===== config.mk =====
export PLATFORM = sky130hd
export DESIGN_NAME = mem_access_unit
export DESIGN_NICKNAME = d
export VERILOG_FILES = /design/src/rtl/mem_access_unit.sv
export SDC_FILE = /design/constraint.sdc
export NUM_CORES = 1
export LEC_CHECK = 0
export ABC_AREA = 1
export ABC_CLOCK_PERIOD_IN_PS = 3000
export CORE_MARGIN = 3
export CORE_UTILIZATION = 45
export DETAILED_ROUTE_END_ITERATION = 8
export DONT_BUFFER_PORTS = 1
export PLACE_DENSITY = 0.69
export SKIP_LAST_GASP = 1
export SLEW_MARGIN = 20
export SYNTH_ARGS = -nofsm -noshare
export SYNTH_HDL_FRONTEND = slang
export SYNTH_SLANG_ARGS = --single-unit

===== constraint.sdc =====
create_clock -name clk -period 3 [get_ports clk]
set_input_delay 0.45 -clock clk [delete_from_list [all_inputs] [get_ports clk]]
set_output_delay 0.45 -clock clk [all_outputs]
set_load 0.01 [all_outputs]

===== src/rtl/mem_access_unit.sv =====
// mem_access_unit: memory stage that drives a multi-cycle data memory, stalls the pipeline
// while an access is outstanding and holds the MEM/WB latch.
module mem_access_unit #(
   parameter int TIMEOUT     = 64,
   parameter int STALL_CNT_W = 16
) (
   input  logic                   clk,
   input  logic                   rst,
   input  logic [15:0]            ALURes_EX_MEM,
   input  logic [15:0]            rdData2_EX_MEM,
   input  logic [15:0]            PC_2_EX_MEM,
   input  logic [2:0]             writeRegSel_EX_MEM,
   input  logic                   isNotHalt_EX_MEM,
   input  logic                   isMemToReg_EX_MEM,
   input  logic                   isMemRead_EX_MEM,
   input  logic                   isMemWrite_EX_MEM,
   input  logic                   isRegWrite_EX_MEM,
   output logic [15:0]            mem_addr,
   output logic [15:0]            mem_wdata,
   output logic                   mem_rd,
   output logic                   mem_wr,
   input  logic [15:0]            mem_rdata,
   input  logic                   mem_done,
   output logic                   stall_mem,
   output logic [15:0]            memData_MEM_WB,
   output logic [15:0]            ALURes_MEM_WB,
   output logic [15:0]            PC_2_MEM_WB,
   output logic [2:0]             writeRegSel_MEM_WB,
   output logic                   isNotHalt_MEM_WB,
   output logic                   isMemToReg_MEM_WB,
   output logic                   isRegWrite_MEM_WB,
   output logic                   mem_err,
   output logic [STALL_CNT_W-1:0] stall_cycles
);
   typedef enum logic {IDLE, WAIT} state_t;
   state_t     state, state_nxt;
   logic [7:0] wait_cnt;
   logic       op, timeout, pend_rd, done_rd;
   assign op        = isNotHalt_EX_MEM & (isMemRead_EX_MEM | isMemWrite_EX_MEM);
   assign timeout   = (state == WAIT) & ~mem_done & (wait_cnt == 8'(TIMEOUT));
   assign mem_addr  = ALURes_EX_MEM;
   assign mem_wdata = rdData2_EX_MEM;
   assign done_rd   = mem_done & ((state == IDLE) ? mem_rd : pend_rd);
   always_ff @(posedge clk) begin
      if (!rst) state <= IDLE;
      else      state <= state_nxt;
   end
   always_comb begin
      state_nxt = state;
      if (state == IDLE) state_nxt = (op & ~mem_done) ? WAIT : IDLE;
      else               state_nxt = (mem_done | timeout) ? IDLE : WAIT;
   end
   // strobes are gated by reset so an abandoned access sees nothing further
   always_comb begin
      mem_wr    = 1'b0;
      mem_rd    = 1'b0;
      stall_mem = 1'b0;
      if (rst && state == IDLE) begin
         mem_wr    = op & isMemWrite_EX_MEM;
         mem_rd    = op & isMemRead_EX_MEM & ~isMemWrite_EX_MEM;
         stall_mem = op & ~mem_done;
      end else if (rst) begin
         stall_mem = ~mem_done & ~timeout;
      end
   end
   always_ff @(posedge clk) begin
      if (!rst) begin
         wait_cnt     <= '0;
         pend_rd      <= 1'b0;
         mem_err      <= 1'b0;
         stall_cycles <= '0;
      end else begin
         wait_cnt <= (state_nxt == WAIT) ? ((state == IDLE) ? 8'd1 : wait_cnt + 8'd1) : 8'd0;
         if (state == IDLE) pend_rd <= mem_rd;
         if (timeout | ((state == IDLE) & isNotHalt_EX_MEM & isMemRead_EX_MEM & isMemWrite_EX_MEM))
            mem_err <= 1'b1;
         if (stall_mem & ~&stall_cycles) stall_cycles <= stall_cycles + STALL_CNT_W'(1);
      end
   end
   // a stalled cycle turns the MEM/WB entry into a bubble
   always_ff @(posedge clk) begin
      if (!rst) begin
         memData_MEM_WB     <= '0;
         ALURes_MEM_WB      <= '0;
         PC_2_MEM_WB        <= '0;
         writeRegSel_MEM_WB <= '0;
         isNotHalt_MEM_WB   <= 1'b1;
         isMemToReg_MEM_WB  <= 1'b0;
         isRegWrite_MEM_WB  <= 1'b0;
      end else begin
         if (done_rd)      memData_MEM_WB <= mem_rdata;
         else if (timeout) memData_MEM_WB <= '0;
         if (stall_mem) begin
            isNotHalt_MEM_WB  <= 1'b1;
            isMemToReg_MEM_WB <= 1'b0;
            isRegWrite_MEM_WB <= 1'b0;
         end else begin
            ALURes_MEM_WB      <= ALURes_EX_MEM;
            PC_2_MEM_WB        <= PC_2_EX_MEM;
            writeRegSel_MEM_WB <= writeRegSel_EX_MEM;
            isNotHalt_MEM_WB   <= isNotHalt_EX_MEM;
            isMemToReg_MEM_WB  <= isMemToReg_EX_MEM;
            isRegWrite_MEM_WB  <= isRegWrite_EX_MEM;
         end
      end
   end
endmodule


==> impl_results.md <==
* Die Span X at 95.7 um
* Worst Setup Start Kind: register
* Routed wire length at 8.13 mm
* DRC viols at 0
* Die extent in y at 95.7 um
* Antenna-violating nets left at 0
* Ys flop type: dfxtp_1
* Row count at 32
* Fin. Hold Viols at 0
* Synth area leader: dfxtp_1
* Number of iterations in the first detailed-routing pass at 4
* Drt initial violations at 125
* Sw Share at 25.5%
* GRT overflow at 0
* Boundary Pins at 181
* P_leak at between 1 and 1.5 nW
* Int Pwr at 0.00156 W
* Vias in the first global route at 2532
* Max Cap Viol at 0
* Tightest Pin Transition at 654 ps
* CP max stage cell: inv_4
* CTS tree: yes
* Cell variety after synth at 32
* Routed vias at 2906
* Synth area leaders: dfxtp_1 (45%), nor2_1 (11%), nand2_1 (8.8%)
* Setup slack, reg-to-reg at 810 ps
* Largest net degree at the start of global routing at 53
* Final Worst Setup Slack at 808 ps
* Rel. slew slack at 56.3%
* Cts bufs inserted at 9
* Routed vias/inst at 5.17
* Cell area after synthesis at 0.00362 mm^2
* RSZ-0062 raised after global routing: false
* Top sig layer: met4
* Top-count cell post-synth: nor2_1
* Critical path arrival at 2440 ps
* Cts repair resizes at 0
* Syn Nets at 573
* Total global-route track usage at 17.2%
* Layout area overhead at -0.277%
* Critical Path RT at 3240 ps
* Critical path peak fanout at 52
* FFs w/ async S/R, synth at 0%
* Hold Crit Class: in2reg
* Die Area at between 0.009 and 0.01 mm^2
* Input/output buffers at 0
* Dpl ws at 815 ps
* Syn Inst Count at 495
* Hold buffers post-CTS at 0
* CTS Root Cell: clkbuf_8
* Final setup TNS at 0 ps
* Metal2 WL at 3.97 mm
* Final GP Congestion at 0.771
* Antenna violations before repair at 0
* Share of cells above drive strength 1 at 6.52%
* Max Slew Vio Count at 0
* Clk_lat worst skew at around 350 ps
* Share of power burned in registers at 56.1%
* Yosys top cell area share at between 40% and 50%
* Detailed Place HPWL at about 5.7 mm
* CTS clk-pin slew, worst paths at 80 ps
* WHS Endpoint: isNotHalt_MEM_WB$_SDFF_PP1_
* Tcrit/Tclk final at between 70% and 80%
* Synth cell count leaders: nor2_1 (106), nand2_1 (85), dfxtp_1 (81)
* Nets at 533
* Final Critical Period at 2190 ps
* Total power density per cell area at 582 mW/mm^2
* RR Startpoint: wait_cnt[0]$_SDFF_PN0_
* CTS sink count at 81
* Number of synthesized flops with an enable pin at 0
* Antenna cells at 0
* WL met1 at roughly 3.2 mm
* Starting Density at 46.6%
* Setup repair bufs after CTS at 0
* Register area share after synthesis at 44.8%
* Core ar. at 0.00777 mm^2
* FF-to-FF path depth at 10
* Fmax at 456 MHz
* Fillers at 787
* Sw Pwr at 0.000536 W
* Metal3 WL at 761 um
* Critical path endpoint category: register
* Routed wire length per instance at 14.5 um
* Yosys reg bits at 81
* Max VDD drop at ~250 uV
* Setup Skew at 10.1 ps
* Clock Tree Buf Depth at 2
* Beginning of the worst hold path: isNotHalt_EX_MEM
* Clock share of power at 39.0%
* H-Tree Depth at 3
* Status: complete, no violations
* # setup viols final at 0
* CP max stage delay at 420 ps
* Syn avg cell area at 7.31 um^2
* Syn. warnings at 0
* Cell Chain, Critical Path: inv_1, ha_1, inv_1, nor2_1, nand2_1, nand2_4, nand2_4, inv_4, nand2_1, or2_1
* Hold Path Stages at 1
* CP Class: reg2reg
* Global-route wire length before repair at 12.3 mm
* Worst R2R End: isNotHalt_MEM_WB$_SDFF_PP1_
* Gate power share at roughly 4.9%
## state kept, by name (all words and copies together), names as in the netlist
signal / cells
isNotHalt_MEM_WB: 1
stall_cycles: 16
mem_err: 1
ALURes_MEM_WB: 16
writeRegSel_MEM_WB: 3
pend_rd: 1
state: 1
isMemToReg_MEM_WB: 1
wait_cnt: 8
isRegWrite_MEM_WB: 1
PC_2_MEM_WB: 16
memData_MEM_WB: 16
## cell type report
| cell class | instances | area, um^2 | share of cell area [%] |
|---|---|---|---|
| Sequential cell | 81 | 1620 | 45.0 |
| Timing Repair Buffer | 1 | 7.51 | 0.208 |
| Inverter | 31 | 120 | 3.33 |
| Multi-Input combinational cell | 331 | 1530 | 42.3 |
| Clock inverter | 6 | 67.6 | 1.87 |
| Clock buffer | 10 | 138 | 3.82 |
| Tap cell | 102 | 128 | 3.54 |
## logic make-up (layout without fill, tap and decap cells)
kind of cell / count (synthesis) / in the layout / synth area share, %
flip-flops: 81 / 81 / 44.8
XOR/XNOR: 5 / 5 / 1.21
AND/OR/NAND/NOR: 252 / 252 / 30.0
adder cells (fa/ha/maj): 3 / 3 / 1.04
AO/OA/AOI/OAI: 71 / 71 / 9.89
buffers and inverters: 83 / 48 / 13.0
## power by group through the flow
stage | clock [W] | combinational [W] | sequential [W]
floorplan | 0 | 0.000140 | 0.00119
global placement | 0 | 0.0000989 | 0.00120
detailed placement | 0 | 0.000103 | 0.00120
CTS | 0.000842 | 0.000103 | 0.00118
global route | 0.000889 | 0.000118 | 0.00118
finish | 0.000819 | 0.000102 | 0.00118
## worst max-delay path by stage
stage	start	endpoint	slack (ps)	cells past startpoint
floorplan	wait_cnt[0]$_SDFF_PN0_	stall_mem	1420	8
global placement	wait_cnt[0]$_SDFF_PN0_	isNotHalt_MEM_WB$_SDFF_PP1_	890	10
detailed placement	wait_cnt[0]$_SDFF_PN0_	isNotHalt_MEM_WB$_SDFF_PP1_	810	10
CTS	wait_cnt[0]$_SDFF_PN0_	isNotHalt_MEM_WB$_SDFF_PP1_	800	10
global route	stall_cycles[0]$_SDFFE_PN0P_	stall_cycles[14]$_SDFFE_PN0P_	620	7
finish	wait_cnt[0]$_SDFF_PN0_	isNotHalt_MEM_WB$_SDFF_PP1_	810	10
## layer usage
metal	track usage, %	up-vias
met2	29.5	102
met4	6.87	0
met5	0	-
met3	6.31	20
met1	19.1	1312
li1	-	1472
## cell usage in the layout (no fill, tap or decap), types with 2 or more instances in the layout
| cell type | synthesis | layout |
|---|---|---|
| clkinvlp_4 | 0 | 2 |
| nand4_1 | 7 | 7 |
| ha_1 | 3 | 3 |
| dfxtp_1 | 81 | 81 |
| nand3b_1 | 2 | 2 |
| xnor2_1 | 2 | 2 |
| nor3b_1 | 4 | 4 |
| nand2_1 | 85 | 85 |
| a21oi_1 | 32 | 32 |
| xor2_1 | 3 | 3 |
| o21ai_0 | 37 | 37 |
| clkbuf_8 | 0 | 10 |
| nand3_1 | 35 | 35 |
| nor2_1 | 106 | 106 |
| inv_1 | 27 | 27 |
| clkinv_4 | 0 | 2 |
| inv_2 | 2 | 2 |
| clkinv_2 | 1 | 2 |
| nand2_2 | 3 | 3 |
| nand2_4 | 2 | 2 |
## stage by stage
stage | std cells | cell area [um^2] | util (%) | total power (W) | hold slack, ps
3_3_place_gp | 546 | 3400 | 43.8 | 0.00130 | 463
4_1_cts | 562 | 3610 | 46.4 | 0.00212 | 189
3_5_place_dp | 546 | 3400 | 43.8 | 0.00131 | 471
2_1_floorplan | 495 | 3620 | - | 0.00133 | 434
6_report | 562 | 3610 | 46.4 | 0.00210 | 199
5_1_grt | 562 | 3610 | 46.4 | 0.00219 | 193
## critical path, delay by kind of cell (launching register included)
kind                       cells  cell delay (ps)
buffers and inverters          3              520
and+or+nand+nor                6             1060
adders and majority gates      1              140
DFF                            1              340
(Power assumes the default switching activity.)
